==> src/rtl/seq_divider_pkg.sv <==
// Shared encodings for the RV32M sequential divider: op select, FSM states
// and iteration count.
package seq_divider_pkg;

  localparam int DIV_ITERS = 32;
  localparam logic [4:0] LAST_ITER = 5'(DIV_ITERS - 1);

  typedef enum logic [1:0] {
    OP_DIV  = 2'b00,
    OP_DIVU = 2'b01,
    OP_REM  = 2'b10,
    OP_REMU = 2'b11
  } div_op_e;

  typedef enum logic [1:0] {
    ST_IDLE = 2'b00,
    ST_CALC = 2'b01,
    ST_FIX  = 2'b10,
    ST_DONE = 2'b11
  } div_state_e;

  function automatic logic op_is_signed(input logic [1:0] op);
    return (op == OP_DIV) || (op == OP_REM);
  endfunction

  function automatic logic op_is_rem(input logic [1:0] op);
    return (op == OP_REM) || (op == OP_REMU);
  endfunction

endpackage

==> src/rtl/adder_32.sv <==
// 32-bit ripple adder with carry in/out, shared datapath block.
module adder_32 (
  input  logic [31:0] i_data1,
  input  logic [31:0] i_data2,
  input  logic        i_cin,
  output logic [31:0] o_sum,
  output logic        o_cout
);

  logic [32:0] w_full;

  assign w_full = {1'b0, i_data1} + {1'b0, i_data2} + 33'(i_cin);
  assign o_sum  = w_full[31:0];
  assign o_cout = w_full[32];

endmodule

==> src/rtl/negative_num.sv <==
// Two's-complement negation of a 32-bit value (wraps for 0x80000000).
module negative_num (
  input  logic [31:0] i_data,
  output logic [31:0] o_data
);

  assign o_data = ~i_data + 32'd1;

endmodule

==> src/rtl/seq_divider_div_step.sv <==
// One restoring-division iteration: shift in the next dividend bit,
// trial-subtract the divisor and keep the result only if non-negative.
module seq_divider_div_step (
  input  logic [31:0] i_rem,
  input  logic [31:0] i_quo,
  input  logic [31:0] i_divisor,
  output logic [31:0] o_rem,
  output logic [31:0] o_quo
);

  logic [32:0] w_shift;
  logic [31:0] w_sum;
  logic        w_cout;
  logic [32:0] w_trial;
  logic        w_ge;

  // The quotient register doubles as the dividend shifter: its MSB feeds the
  // remainder while the new quotient bit enters at the LSB.
  assign w_shift = {i_rem, i_quo[31]};

  adder_32 u_add (
    .i_data1 (w_shift[31:0]),
    .i_data2 (~i_divisor),
    .i_cin   (1'b1),
    .o_sum   (w_sum),
    .o_cout  (w_cout)
  );

  // Bit 32 of the trial: shift[32] + 1 (extended ~divisor) + carry.
  assign w_trial = {w_shift[32] ^ ~w_cout, w_sum};
  assign w_ge    = ~w_trial[32];

  assign o_rem = w_ge ? w_trial[31:0] : w_shift[31:0];
  assign o_quo = {i_quo[30:0], w_ge};

endmodule

==> src/rtl/seq_divider.sv <==
// Multi-cycle RV32M divider (DIV/DIVU/REM/REMU), radix-2 restoring, fixed
// 33-cycle latency from accepted start to done.
module seq_divider
  import seq_divider_pkg::*;
#(
  parameter int XLEN = 32
) (
  input  logic            clk,
  input  logic            rst_n,
  input  logic            start,
  input  logic [1:0]      op,
  input  logic [XLEN-1:0] dividend,
  input  logic [XLEN-1:0] divisor,
  output logic            busy,
  output logic            done,
  output logic [XLEN-1:0] result
);

  div_state_e  r_state;
  div_state_e  w_state_next;
  logic [4:0]  r_cnt;
  logic [1:0]  r_op;
  logic [31:0] r_dvd_orig;
  logic [31:0] r_dvs;
  logic [31:0] r_quo;
  logic [31:0] r_rem;
  logic [31:0] r_result;
  logic        r_q_neg;
  logic        r_r_neg;
  logic        r_div0;

  logic        w_accept;
  logic        w_signed;
  logic        w_dvd_neg;
  logic        w_dvs_neg;
  logic [31:0] w_neg_a_in;
  logic [31:0] w_neg_a;
  logic [31:0] w_neg_b;
  logic [31:0] w_rem_next;
  logic [31:0] w_quo_next;
  logic        w_fix_neg;
  logic [31:0] w_fix_val;

  assign w_accept  = start && ((r_state == ST_IDLE) || (r_state == ST_DONE));
  assign w_signed  = op_is_signed(op);
  assign w_dvd_neg = w_signed & dividend[31];
  assign w_dvs_neg = w_signed & divisor[31];

  // Negator A serves the dividend absolute value on accept and the result
  // sign fix in FIX; the two uses never overlap in time.
  assign w_neg_a_in = (r_state == ST_FIX) ? (op_is_rem(r_op) ? r_rem : r_quo)
                                          : dividend;

  negative_num u_neg_a (
    .i_data (w_neg_a_in),
    .o_data (w_neg_a)
  );

  negative_num u_neg_b (
    .i_data (divisor),
    .o_data (w_neg_b)
  );

  seq_divider_div_step u_step (
    .i_rem     (r_rem),
    .i_quo     (r_quo),
    .i_divisor (r_dvs),
    .o_rem     (w_rem_next),
    .o_quo     (w_quo_next)
  );

  always_comb begin
    w_fix_neg = op_is_rem(r_op) ? r_r_neg : r_q_neg;
    w_fix_val = w_fix_neg ? w_neg_a : w_neg_a_in;
    if (r_div0) begin
      w_fix_val = op_is_rem(r_op) ? r_dvd_orig : 32'hFFFF_FFFF;
    end
  end

  always_ff @(posedge clk or negedge rst_n) begin
    if (!rst_n) begin
      r_state <= ST_IDLE;
    end else begin
      r_state <= w_state_next;
    end
  end

  always_comb begin
    w_state_next = r_state;
    case (r_state)
      ST_IDLE: if (start) w_state_next = ST_CALC;
      ST_CALC: if (r_cnt == LAST_ITER) w_state_next = ST_FIX;
      ST_FIX:  w_state_next = ST_DONE;
      ST_DONE: w_state_next = start ? ST_CALC : ST_IDLE;
      default: w_state_next = ST_IDLE;
    endcase
  end

  always_ff @(posedge clk or negedge rst_n) begin
    if (!rst_n) begin
      r_cnt      <= '0;
      r_op       <= '0;
      r_dvd_orig <= '0;
      r_dvs      <= '0;
      r_quo      <= '0;
      r_rem      <= '0;
      r_result   <= '0;
      r_q_neg    <= 1'b0;
      r_r_neg    <= 1'b0;
      r_div0     <= 1'b0;
    end else if (w_accept) begin
      r_cnt      <= '0;
      r_op       <= op;
      r_dvd_orig <= dividend;
      r_quo      <= w_dvd_neg ? w_neg_a : dividend;
      r_dvs      <= w_dvs_neg ? w_neg_b : divisor;
      r_rem      <= '0;
      r_q_neg    <= w_dvd_neg ^ w_dvs_neg;
      r_r_neg    <= w_dvd_neg;
      r_div0     <= (divisor == '0);
    end else if (r_state == ST_CALC) begin
      r_cnt <= r_cnt + 5'd1;
      r_rem <= w_rem_next;
      r_quo <= w_quo_next;
    end else if (r_state == ST_FIX) begin
      r_result <= w_fix_val;
    end
  end

  assign busy   = (r_state == ST_CALC) || (r_state == ST_FIX);
  assign done   = (r_state == ST_DONE);
  assign result = r_result;

endmodule

==> config.mk <==
export PLATFORM = sky130hd
export DESIGN_NAME = seq_divider
export DESIGN_NICKNAME = d
export VERILOG_FILES = /design/src/rtl/seq_divider_pkg.sv /design/src/rtl/adder_32.sv /design/src/rtl/negative_num.sv /design/src/rtl/seq_divider_div_step.sv /design/src/rtl/seq_divider.sv
export SDC_FILE = /design/constraint.sdc
export NUM_CORES = 1
export LEC_CHECK = 0
export ABC_AREA = 1
export BUFFER_PORTS_ARGS = -buffer_cell sky130_fd_sc_hd__buf_2
export CORE_ASPECT_RATIO = 0.5
export CORE_UTILIZATION = 30
export DETAILED_ROUTE_END_ITERATION = 6
export PLACE_DENSITY = 0.55
export SLEW_MARGIN = 20
export SYNTH_ARGS = -nofsm -noshare
export SYNTH_HDL_FRONTEND = slang
export SYNTH_HIERARCHICAL = 1
export SYNTH_SLANG_ARGS = --single-unit
==> constraint.sdc <==
create_clock -name clk -period 3.6 [get_ports clk]
set_clock_uncertainty 0.15 [all_clocks]
set_input_delay 0.18 -clock clk [delete_from_list [all_inputs] [get_ports clk]]
set_output_delay 0.18 -clock clk [all_outputs]
set_load 0.02 [all_outputs]
==> flow_summary.json, run 1 <==
{
  "critPathMaxFanout": 13,
  "io_pins": 103,
  "synth_edf_count": 0,
  "grt-busiest-layer": "met2",
  "crit_buf_inv": 1,
  "yosys.area.top_type": "dfrtp_1",
  "max-slew-margin-rel_pct": 30.5,
  "cp_slowest_stage_delay_ps": 500,
  "maxCapViolCount": 0,
  "grt_first_pass_wirelength_mm": 77.0,
  "rsz0062_at_grt": "no",
  "die_w_um": 311,
  "diodes": 0,
  "clock_sinks": 171,
  "crit_family": "simple AND/OR/NAND/NOR gates",
  "finalMaxSlewViolations": 0,
  "hold_violations": 0,
  "post_drt_wl_per_cell_um": 15.8,
  "synthXorXnorAreaFrac_pct": 2.81,
  "use_met3_pct": 2.66,
  "synth_top_family_by_area": "simple AND/OR/NAND/NOR gates",
  "grt-ovfl-total": 0,
  "ys_types": 40,
  "start_util_pct": 30.5,
  "synth-simple-area-share_pct": 37.0,
  "cts_tree": "built",
  "syn_area_per_cell_um2": 6.17,
  "synthCells": 2326,
  "fillers": 5224,
  "grt_util_met2_pct": 31.5,
  "power_leakage_nw": 8.42,
  "synth_top_area_share_pct": 29.8,
  "core_um2": 47000,
  "dp_hpwl_mm": 35.8,
  "yosysSeqAreaShare_pct": 29.8,
  "r2r_slack_ps": 390,
  "clockBufferDepth": 2,
  "layout.nets": 2521,
  "cts.root.buffer_cell": "clkbuf_16",
  "cts_made_buffers": 17,
  "path_clk_slew_ps": 70,
  "setup_viol": 0,
  "io_buffers": 102,
  "synth_warnings": 6,
  "tightest_slew_ps": 1040,
  "use_met1_pct": 28.7,
  "clk_latency_ps": 460,
  "rows": 56,
  "routed_via_density": 4.86,
  "syn_area_um2": 14400,
  "drtIter0Drc": 1287,
  "wl_mm": 48.3,
  "setup_tns_ps": 0,
  "dr.pass1.iters": 5,
  "crit_path_end_kind": "flip-flop",
  "synthTopCellsByArea": "dfrtp_1 (30%), nand2_1 (19%), inv_1 (7.2%), nor2_1 (7.2%), nand3_1 (6.2%)",
  "die_area_um2": 48800,
  "postCtsSetupRepairBufs": 0,
  "crit_type": "reg2reg",
  "layout-drive-gt1-share_pct": 9.45,
  "critPathArrivalTime_ps": 3430,
  "start_kind": "flip-flop",
  "min_path_type": "in2reg",
  "areaGrowthSynthToFinish_pct": 14.1,
  "min_period_over_period_pct": 89.3,
  "cp_slowest_cell": "fa_1",
  "cts_max_level": 4,
  "crit_chain": "fa_1 > fa_1 > nand3_1 > nand3_1 > nand2_1 > nand2_2 > nand3_1 > nand3_1 > nand2_1 > nand2_1 > nand2_2 > buf_4 > nand3_1 > nand2_1 > nand2_1 > a21oi_1",
  "synth_nets": 2438,
  "grt_pass1_vias": 13800,
  "min_period_ps": 3210,
  "synth_seq_cells": 171,
  "ant_nets": 0,
  "synth_most_common_cell": "nand2_1",
  "gp_congestion": 0.908,
  "power_per_cell_area_nw_per_um2": 946,
  "vias": 14900,
  "synth_common_cells": "nand2_1 (721), inv_1 (277), nor2_1 (276), nand3_1 (179), dfrtp_1 (171)",
  "async_flop_share_pct": 100,
  "final_core_util_pct": 34.9,
  "status": "finished, final reports clean",
  "ir_drop_uv": 461,
  "grt_max_degree": 73,
  "synthMuxAreaShare_pct": 0,
  "die_y_um": 157,
  "fmax_mhz": 311,
  "synthFlopType": "dfrtp_1",
  "antenna_found_initial": 1,
  "grt_use_total_pct": 20.0,
  "drcViolationCount": 0,
  "worstPathRequired_ps": 3820,
  "synth_fa_ha_area_share_pct": 3.85,
  "synth_compound_area_share_pct": 13.5
}
worst min-delay path: stages:
cell and delay, ps:
buf_2 110, inv_1 60, nor2_1 110, o21bai_1 110
sequential cells by signal (all words and copies together), names as in the netlist:
signal      count
r_r_neg         1
r_op            1
r_state         2
r_q_neg         1
r_quo          32
r_cnt           5
r_dvd_orig     32
r_div0          1
r_rem          32
result         32
r_dvs          32
cells by family after synthesis:
logic type                 Yosys count
DFF                                171
xor gates and xnor gates            46
adders and majority gates           43
other                                1
and+or+nand+nor                   1273
buffers and inverters              415
AOI/OAI and AO/OA                  377
final cells by class:
class | instances | area (µm²) | area share [%]
multi-input combinational | 1740 | 8230 | 50.2
clock buffer | 18 | 429 | 2.62
clock inverter | 14 | 149 | 0.909
tap | 638 | 798 | 4.87
sequential | 171 | 4280 | 26.1
timing repair buffer | 195 | 1430 | 8.73
inverter | 284 | 1070 | 6.51
timing repair:
| item | CTS | global route |
|---|---|---|
| endpoints found under the setup margin | 0 | 18 |
| hold buffers | 66 | 0 |
| hold endpoints to repair | 143 | 0 |
| gates resized for setup | 0 | 3 |
where the power goes:
| part | total (mW) | leakage [nW] | switching [mW] | internal (mW) |
|---|---|---|---|---|
| sequential | 3.59 | 2.12 | 0.746 | 2.85 |
| clock | 1.91 | 0.275 | 0.926 | 0.980 |
| combinational | 10.0 | 6.02 | 6.81 | 3.18 |
| total | 15.5 | 8.42 | 8.49 | 7.01 |
cell usage in the layout, fill, tap and decap left out, drive strengths merged, types with 10 or more instances in the layout:
| master | synthesis | routed |
|---|---|---|
| xor2 | 36 | 36 |
| o21bai | 18 | 18 |
| clkbuf | 24 | 18 |
| dfrtp | 171 | 171 |
| ha | 41 | 41 |
| dlygate4sd3 | 0 | 66 |
| xnor2 | 10 | 10 |
| a21oi | 153 | 153 |
| nand4 | 14 | 14 |
| and2 | 18 | 18 |
| inv | 284 | 292 |
| nand2 | 755 | 755 |
| nand3 | 180 | 180 |
| o21ai | 203 | 203 |
| nor2 | 296 | 296 |
| buf | 107 | 129 |
per-layer routing:
metal	share of wire [%]	vias up
met3	5.4	45
li1	-	7455
met2	45	416
met5	0	-
met4	1.5	0
met1	48	6950
through the flow:
step / std cells / instance area, µm² / worst slack, ps / hold WS (ps) / power (mW)
after floorplan: 2326 / 14400 / 695 / -266 / 11.0
after global placement: 2962 / 15100 / 374 / 95.8 / 13.4
after detailed placement: 2962 / 15100 / 338 / 91.5 / 13.5
after CTS: 3060 / 16400 / 295 / 4.49 / 15.5
after global routing: 3060 / 16400 / 12.8 / 55.7 / 17.1
final: 3060 / 16400 / 387 / 12.4 / 15.5
path summary, 6_finish.rpt:
kind | startpoint | end | depth (start not counted)
min | dividend[31] | r_dvd_orig[31]$_DFFE_PN0P_ | 4
max reg2reg | r_quo[31]$_DFFE_PN0P_ | r_rem[15]$_DFFE_PN0P_ | 16
max | r_quo[31]$_DFFE_PN0P_ | r_rem[15]$_DFFE_PN0P_ | 16
max in group asynchronous | rst_n | r_dvd_orig[23]$_DFFE_PN0P_ | 3
min in group asynchronous | rst_n | result[21]$_DFFE_PN0P_ | 2
min reg2reg | r_cnt[3]$_DFFE_PN0P_ | r_cnt[3]$_DFFE_PN0P_ | 1
No activity file was read; power rests on OpenSTA's default activity.
==> inputs of run 2 (changes only) <==
- RECOVER_POWER: default -> 100
==> run 2 against run 1 <==
The run now ends with capacitance limit, slew limit left. Clock power is essentially flat. Via count shrank 0.40%. Flip-flop and latch count is the same. Wire length is essentially flat. Core utilization shrank 0.23 points. Hold slack gained 2.8 ps. Setup slack lost 150 ps. Design area shrank 0.66%. Critical path type unchanged. Largest cell class unchanged.
==> flow_summary.json, run 2 (synthesized netlist as in run 1, its figures left out) <==
{
  "io_pins": 103,
  "worstPathRequired_ps": 3850,
  "critPathArrivalTime_ps": 3610,
  "drtIter0Drc": 1338,
  "power.total_mw": 15.4,
  "die_w_um": 311,
  "layout_commonest_cell": "nand2_1",
  "areaGrowthSynthToFinish_pct": 13.3,
  "setup_viol": 0,
  "drcViolationCount": 0,
  "violations": "capacitance limit, slew limit",
  "crit_path_end_kind": "flip-flop",
  "crit_type": "reg2reg",
  "fillers": 5249,
  "cts_made_buffers": 17,
  "fin_ws_ps": 240,
  "gp_congestion": 0.908,
  "start_util_pct": 30.5,
  "hold_violations": 0,
  "rsz0062_at_grt": "no",
  "multi_input_area_um2": 8200,
  "tightest_slew_ps": 1840,
  "cpMostUsedCell": "inv_1",
  "grt-ovfl-total": 0,
  "power_leakage_nw": 8.30,
  "fmax_mhz": 298,
  "io_buffers": 102,
  "clockBufferDepth": 2,
  "finalMaxSlewViolations": 66,
  "antenna_found_initial": 1,
  "cts_tree": "built",
  "routed_via_density": 4.84,
  "diodes": 0,
  "core_um2": 47000,
  "grt_max_degree": 73,
  "cts.root.buffer_cell": "clkbuf_16",
  "layout.nets": 2521,
  "min_from": "dividend[31]",
  "rows": 56,
  "min_path_type": "in2reg",
  "path_clk_slew_ps": 90,
  "setup_tns_ps": 0,
  "cp_slowest_stage_delay_ps": 980,
  "min_period_over_period_pct": 93.3,
  "grt_pass1_vias": 13800,
  "cp_slowest_cell": "nand2_1",
  "die_area_um2": 48800,
  "ant_nets": 0,
  "cts_max_level": 4,
  "dp_slack_ps": 338,
  "start_kind": "flip-flop",
  "status": "finished with violations",
  "min_period_ps": 3360,
  "wl_mm": 48.3,
  "max-slew-margin-rel_pct": -22.9,
  "vias": 14800,
  "critPathMaxFanout": 36,
  "dr.pass1.iters": 5,
  "rr_startpoint": "r_state[1]$_DFFE_PN0P_",
  "r2r_slack_ps": 240,
  "power_per_cell_area_nw_per_um2": 946,
  "grt_first_pass_wirelength_mm": 77.0,
  "startpoint": "r_state[1]$_DFFE_PN0P_",
  "crit_chain": "inv_1 > ha_1 > inv_1 > nand2_1 > clkbuf_2 > o21ai_0 > a21oi_1",
  "layout-drive-gt1-share_pct": 7.60,
  "clock_sinks": 171,
  "register_area_um2": 4280,
  "maxCapViolCount": 1,
  "post_drt_wl_per_cell_um": 15.8,
  "hold_ws_ps": 15.2,
  "clk_latency_ps": 460,
  "die_y_um": 157,
  "ir_drop_uv": 464,
  "grt_use_total_pct": 20.0,
  "final_cell_mix": "nand2_1 (722), inv_1 (279), nor2_1 (278), nand3_1 (179), o21ai_0 (177)",
  "dp_hpwl_mm": 35.8
}
-- run 2: area by class of cell --
class	count	share of cell area, %
clock buffers	18	2.64
multi-input cells	1740	50.4
repair buffers	195	8.31
inverters	284	6.55
well taps	638	4.90
flip-flops and latches	171	26.3
clock inverters	14	0.915
-- run 2: worst paths after layout --
path / to / depth (start not counted)
min in group asynchronous: result[21]$_DFFE_PN0P_ / 2
worst max register to register: r_quo[14]$_DFFE_PN0P_ / 7
worst max-delay path: r_quo[14]$_DFFE_PN0P_ / 7
worst min-delay path: r_dvd_orig[31]$_DFFE_PN0P_ / 4
max in group asynchronous: r_dvs[12]$_DFFE_PN0P_ / 3
worst min register to register: r_cnt[3]$_DFFE_PN0P_ / 1
-- run 2: per-layer routing --
| layer | track usage (%) | wire length, µm |
|---|---|---|
| met5 | 0 | 0 |
| met4 | 4.60 | 709 |
| met3 | 2.66 | 2250 |
| met2 | 31.5 | 21800 |
| met1 | 28.7 | 23600 |
-- run 2: critical path, delay by kind of cell, from the launching register on --
kind                     cells  cell delay [ps]
adder cells (fa/ha/maj)      1              340
AND/OR/NAND/NOR              1              980
buffers and inverters        3              840
AO/OA/AOI/OAI                2              520
flip-flops                   1              430
-- run 2: stage by stage --
stage               instances  area, µm²  utilization [%]
floorplan                2326      14400                -
global placement         2962      15100             32.2
detailed placement       2962      15100             32.2
CTS                      3060      16400             34.8
global route             3060      16300             34.6
finish                   3060      16300             34.6
-- run 2: timing repair --
item,in CTS,in global routing
setup endpoints to repair,0,18
gates resized for setup,0,3
hold endpoints to repair,143,0
hold buffers,66,0
setup buffers,0,0
-- run 2: power by group --
group          total, mW  switching [mW]  leakage, nW  internal (mW)
clock               1.91           0.929        0.275          0.980
sequential          3.59           0.741         2.12           2.85
combinational       9.90            6.80         5.91           3.10
